`config.mk`:
```
export PLATFORM = sky130hd
export DESIGN_NAME = clk_div_ctrl
export DESIGN_NICKNAME = d
export VERILOG_FILES = /design/src/rtl/clk_div_pkg.sv /design/src/rtl/clk_div_cfg_slot.sv /design/src/rtl/clk_div_ctrl.sv
export SDC_FILE = /design/constraint.sdc
export NUM_CORES = 1
export LEC_CHECK = 0
export ABC_CLOCK_PERIOD_IN_PS = 7400
export CAP_MARGIN = 20
export CORE_MARGIN = 2
export CORE_UTILIZATION = 35
export CTS_CLUSTER_SIZE = 40
export DETAILED_ROUTE_END_ITERATION = 8
export PLACE_DENSITY_LB_ADDON = 0.12
export SLEW_MARGIN = 20
export SYNTH_ARGS = -nofsm -noshare
export SYNTH_HDL_FRONTEND = slang
export SYNTH_HIERARCHICAL = 1
export SYNTH_SLANG_ARGS = --single-unit
```
`constraint.sdc`:
```
create_clock -name clk -period 7.4 [get_ports clk]
set_input_delay 2.22 -clock clk [delete_from_list [all_inputs] [get_ports clk]]
set_output_delay 2.22 -clock clk [all_outputs]
set_load 0.1 [all_outputs]
```
`src/rtl/clk_div_pkg.sv`:
```
// Shared types and limits for the programmable clock divider.
package clk_div_pkg;

   typedef enum logic [1:0] {
      STOP  = 2'd0,
      RUN   = 2'd1,
      DRAIN = 2'd2
   } state_t;

   localparam int DIV_MIN = 2;

endpackage

```
`src/rtl/clk_div_cfg_slot.sv`:
```
// One-entry pending-ratio slot: valid/ready intake, illegal-ratio rejection with cfg_err pulse.
// Holds the accepted ratio until the divider FSM strobes apply at a period boundary.
module clk_div_cfg_slot
   import clk_div_pkg::*;
#(
   parameter int DIV_W = 8
)
(
   input  logic             clk,
   input  logic             rst,
   input  logic             cfg_valid,
   input  logic [DIV_W-1:0] cfg_div,
   input  logic             apply,
   output logic             cfg_ready,
   output logic             cfg_err,
   output logic             pend_vld,
   output logic [DIV_W-1:0] pend_div
);

   logic             r_pend_vld;
   logic [DIV_W-1:0] r_pend_div;
   logic             r_cfg_err;
   logic             w_xfer;
   logic             w_illegal;

   assign w_xfer    = cfg_valid & ~r_pend_vld;
   assign w_illegal = (cfg_div < DIV_W'(DIV_MIN));

   // apply is only raised while the slot is full, and a transfer only happens while it is empty,
   // so the two never collide.
   always_ff @(posedge clk or posedge rst) begin
      if (rst) begin
         r_pend_vld <= 1'b0;
         r_pend_div <= '0;
         r_cfg_err  <= 1'b0;
      end else begin
         r_cfg_err <= w_xfer & w_illegal;
         if (w_xfer && !w_illegal) begin
            r_pend_vld <= 1'b1;
            r_pend_div <= cfg_div;
         end else if (apply) begin
            r_pend_vld <= 1'b0;
         end
      end
   end

   assign cfg_ready = ~r_pend_vld;
   assign cfg_err   = r_cfg_err;
   assign pend_vld  = r_pend_vld;
   assign pend_div  = r_pend_div;

endmodule

```
`src/rtl/clk_div_ctrl.sv`:
```
// Run-time programmable integer clock divider with glitch-free ratio changes and graceful stop.
// Outputs are registered; ratio changes and stops only ever land on a period boundary.
module clk_div_ctrl
   import clk_div_pkg::*;
#(
   parameter int DIV_W       = 8,
   parameter int DEFAULT_DIV = 4
)
(
   input  logic             clk,
   input  logic             rst,
   input  logic             en,
   input  logic             cfg_valid,
   input  logic [DIV_W-1:0] cfg_div,
   output logic             cfg_ready,
   output logic             cfg_err,
   output logic             div_out,
   output logic             div_tick,
   output logic [DIV_W-1:0] cur_div,
   output logic             busy
);

   generate
      if (DEFAULT_DIV < DIV_MIN || DEFAULT_DIV > (2**DIV_W) - 1) begin : g_bad_default
         $error("clk_div_ctrl: DEFAULT_DIV outside legal ratio range");
      end
   endgenerate

   state_t           r_state;
   logic [DIV_W-1:0] r_cnt;
   logic [DIV_W-1:0] r_cur_div;
   logic             r_div_out;
   logic             r_div_tick;

   logic             w_pend_vld;
   logic [DIV_W-1:0] w_pend_div;
   logic             w_wrap;
   logic             w_apply;
   logic [DIV_W-1:0] w_cnt_inc;
   logic [DIV_W-1:0] w_half;

   clk_div_cfg_slot #(.DIV_W(DIV_W)) u_cfg_slot (
      .clk       (clk),
      .rst       (rst),
      .cfg_valid (cfg_valid),
      .cfg_div   (cfg_div),
      .apply     (w_apply),
      .cfg_ready (cfg_ready),
      .cfg_err   (cfg_err),
      .pend_vld  (w_pend_vld),
      .pend_div  (w_pend_div)
   );

   assign w_wrap    = (r_state != STOP) && (r_cnt == r_cur_div - DIV_W'(1));
   assign w_apply   = w_pend_vld && ((r_state == STOP) || w_wrap);
   assign w_cnt_inc = r_cnt + DIV_W'(1);
   assign w_half    = r_cur_div >> 1;

   // Increment happens only below N-1, so cnt never exceeds 2**DIV_W-2.
   always_ff @(posedge clk or posedge rst) begin
      if (rst) begin
         r_state    <= STOP;
         r_cnt      <= '0;
         r_cur_div  <= DIV_W'(DEFAULT_DIV);
         r_div_out  <= 1'b0;
         r_div_tick <= 1'b0;
      end else begin
         if (w_apply) begin
            r_cur_div <= w_pend_div;
         end
         case (r_state)
            STOP: begin
               r_cnt      <= '0;
               r_div_out  <= en;
               r_div_tick <= en;
               if (en) begin
                  r_state <= RUN;
               end
            end
            RUN, DRAIN: begin
               if (w_wrap && (r_state == DRAIN) && !en) begin
                  r_state    <= STOP;
                  r_cnt      <= '0;
                  r_div_out  <= 1'b0;
                  r_div_tick <= 1'b0;
               end else begin
                  r_state    <= en ? RUN : DRAIN;
                  r_div_tick <= w_wrap;
                  if (w_wrap) begin
                     r_cnt     <= '0;
                     r_div_out <= 1'b1;
                  end else begin
                     r_cnt     <= w_cnt_inc;
                     r_div_out <= (w_cnt_inc < w_half);
                  end
               end
            end
            default: begin
               r_state    <= STOP;
               r_cnt      <= '0;
               r_div_out  <= 1'b0;
               r_div_tick <= 1'b0;
            end
         endcase
      end
   end

   assign div_out  = r_div_out;
   assign div_tick = r_div_tick;
   assign cur_div  = r_cur_div;
   assign busy     = (r_state != STOP);

endmodule
```
==> results.cfg <==
[clock_tree]
path_clk_slew_ps = 60
cts_setup_buffers = 0
cts.htree.levels = 2
cts_tree = done
cts_buffers = 5
cts.sinks = 30
post_cts_resized = 0
clk_latency_ps = 280
max-clock-path-buffers = 2
postCtsHoldBufs = 0
cts.root.buffer_cell = clkbuf_8

[sta]
rsz0062_at_grt = false
period_share = 0.6448
fin_skew_ps = 6.166
hold_viol_final = 0
fmax_ghz = 0.2096
worstMarginPinSlew_ps = 975.9
period_needed_ps = 4771
slew_headroom = 0.3474
maxSlewViolCount = 0
final-setup-viol-count = 0
finalSetupTns_ps = 0

[global_routing]
grt_overflow = 0
first_global_vias = 1588
grt_max_degree = 22
grt_pass1_wl_um = 8086
grtUsageTotal = 0.1703
antenna_found_initial = 0

[min_path]
hold_path_depth = 1
worst_hold_path.endpoint = u_cfg_slot/pend_div[6]$_DFFE_PP0P_
min-delay-start = u_cfg_slot/pend_div[6]$_DFFE_PP0P_
hold_path_class = register to register

[placement]
hpwl_um = 3597
io_buffers = 24
place.gp.congestion = 0.8236
dp.cells = 282

[die]
ios = 25
fp.dieArea_mm2 = 0.006126
core-area_mm2 = 0.005405
row_count = 27
floorplan.initialDensity = 0.3572
die_w_um = 78.27
die_y_um = 78.27

[logic_synthesis]
ys_types = 53
syn_avg_cell_area_um2 = 9.850
synth.largest_area_cell = dfrtp_1
syn-cell-area_mm2 = 0.001931
synth_ff_type = dfrtp_1
synth_edf_count = 0
synth_top_cell_area_share = 0.3759
synth_most_common_cell = dfrtp_1
synthCells = 196
yosysSeqAreaShare = 0.3895
synth_area_leaders = dfrtp_1 38%, ha_1 7.1%, xnor2_1 5.9%, inv_1 3.3%, a22o_1 2.7%
ys_warn_count = 6
ys_seq_elements = 30
async_flop_share = 1.000
synth_nets = 219
synth_common_cells = 29 x dfrtp_1, 17 x inv_1, 13 x xnor2_1, 11 x ha_1

[layout]
finalNetCount = 240
antennaDiodeCount = 0
final_layout_size_suffix_gt1_frac = 0.1009
area_growth_pct = 18.99
stdcell_count = 290

[routing]
drt-wirelength-per-cell_um = 16.31
drt_iter0_drc = 279
drc = 0
drt-total-wl_um = 4730
drtPass1Iterations = 4
postRouteAntennaNets = 0
avgViaCountPerCell = 5.459
vias = 1583

[critical_path]
r2r_slack_ps = 4800
startpoint_type = register
reg2reg_from = cur_div[0]$_DFFE_PP0P_
end_kind = output port
critical_path_required_ps = 5180
arrival_ps = 2550
crit_fanout = 12
r2r_cells = 8
path_class = register to output port
r2r_end = r_cnt[3]$_DFF_PP0_

[outcome]
status = finished clean

[run]
max_cap_viol_count = 0
sequential cells by signal, indices dropped and copies added (netlist names):
signal and count:
cur_div 8, u_cfg_slot/cfg_err 1, r_cnt 8, r_state 2, u_cfg_slot/pend_vld 1, div_out 1, u_cfg_slot/pend_div 8, div_tick 1
final cells by class:
cell class | instances | area (µm²)
Clock buffer | 7 | 86.33
Clock inverter | 1 | 5.005
Fill cell | 543 | 3108
Inverter | 17 | 63.81
Multi-Input combinational cell | 139 | 1060
Sequential cell | 30 | 752.0
Tap cell | 72 | 90.09
Timing Repair Buffer | 24 | 240.2
metal layers:
layer,global-route usage,part of all wire,wire length [µm],vias up
met5,0,0,0,-
met2,0.2560,0.47,2228,47
met4,0.06140,0.013,63,0
li1,-,-,-,761
met3,0.03678,0.053,250,7
met1,0.2416,0.46,2187,768
metrics by stage:
step	hold slack, ps	setup WS, ps	instance area (µm²)	utilization
floorplan	466.2	3336	1931	-
global placement	503.2	3005	2206	0.4081
detailed placement	495.4	2956	2206	0.4081
CTS	510.9	2635	2297	0.4250
global route	551.7	2495	2297	0.4250
finish	509.0	2629	2297	0.4250
logic make-up (layout without fill, tap and decap cells):
kind of cell               Yosys count  in the layout  synth area share
buffers and inverters               27             49           0.06157
adders and majority gates           11             11           0.07129
muxes                                1              1          0.007775
and+or+nand+nor                     61             61            0.1802
DFF                                 30             30            0.3895
xor gates and xnor gates            16             16           0.07259
AOI/OAI and AO/OA                   50             50            0.2171
critical path, cell delays in order, from the launching register on:
cell,delay [ps]
dfrtp_1,400
inv_1,60
ha_1,300
inv_1,310
clkdlybuf4s50_1,1200
layout by cell type (no fill, tap or decap), drive strengths merged, types with 2 or more instances in the layout:
cell type and count:
xnor2 13, or4 3, or3 2, o21ai 5, a2bb2oi 6, a21oi 4
a211o 2, and3 3, nand2b 2, ha 11, nor2b 8, nor4 3
clkbuf 7, nand4 7, nand2 8, xor2 3, inv 17, nand3 6
o2111ai 2, nor3 4, o21a 2, a22o 7, o211ai 6, a31o 2
dfrtp 29, a31oi 4, clkdlybuf4s50 24, and2 2, nor2 9
worst max-delay path by stage:
stage | from | end | slack, ps | cells past startpoint
floorplan | r_state[0]$_DFFE_PP0P_ | busy | 3340 | 5
global placement | r_state[1]$_DFFE_PP0P_ | busy | 3000 | 4
detailed placement | r_state[1]$_DFFE_PP0P_ | busy | 2960 | 4
CTS | r_state[1]$_DFFE_PP0P_ | busy | 2640 | 4
global route | r_state[0]$_DFFE_PP0P_ | busy | 2500 | 4
finish | r_state[1]$_DFFE_PP0P_ | busy | 2630 | 4
Power is left out: the tool's default activity adds up to more than one toggle a clock period on the data nets, which glitch-free logic cannot reach.
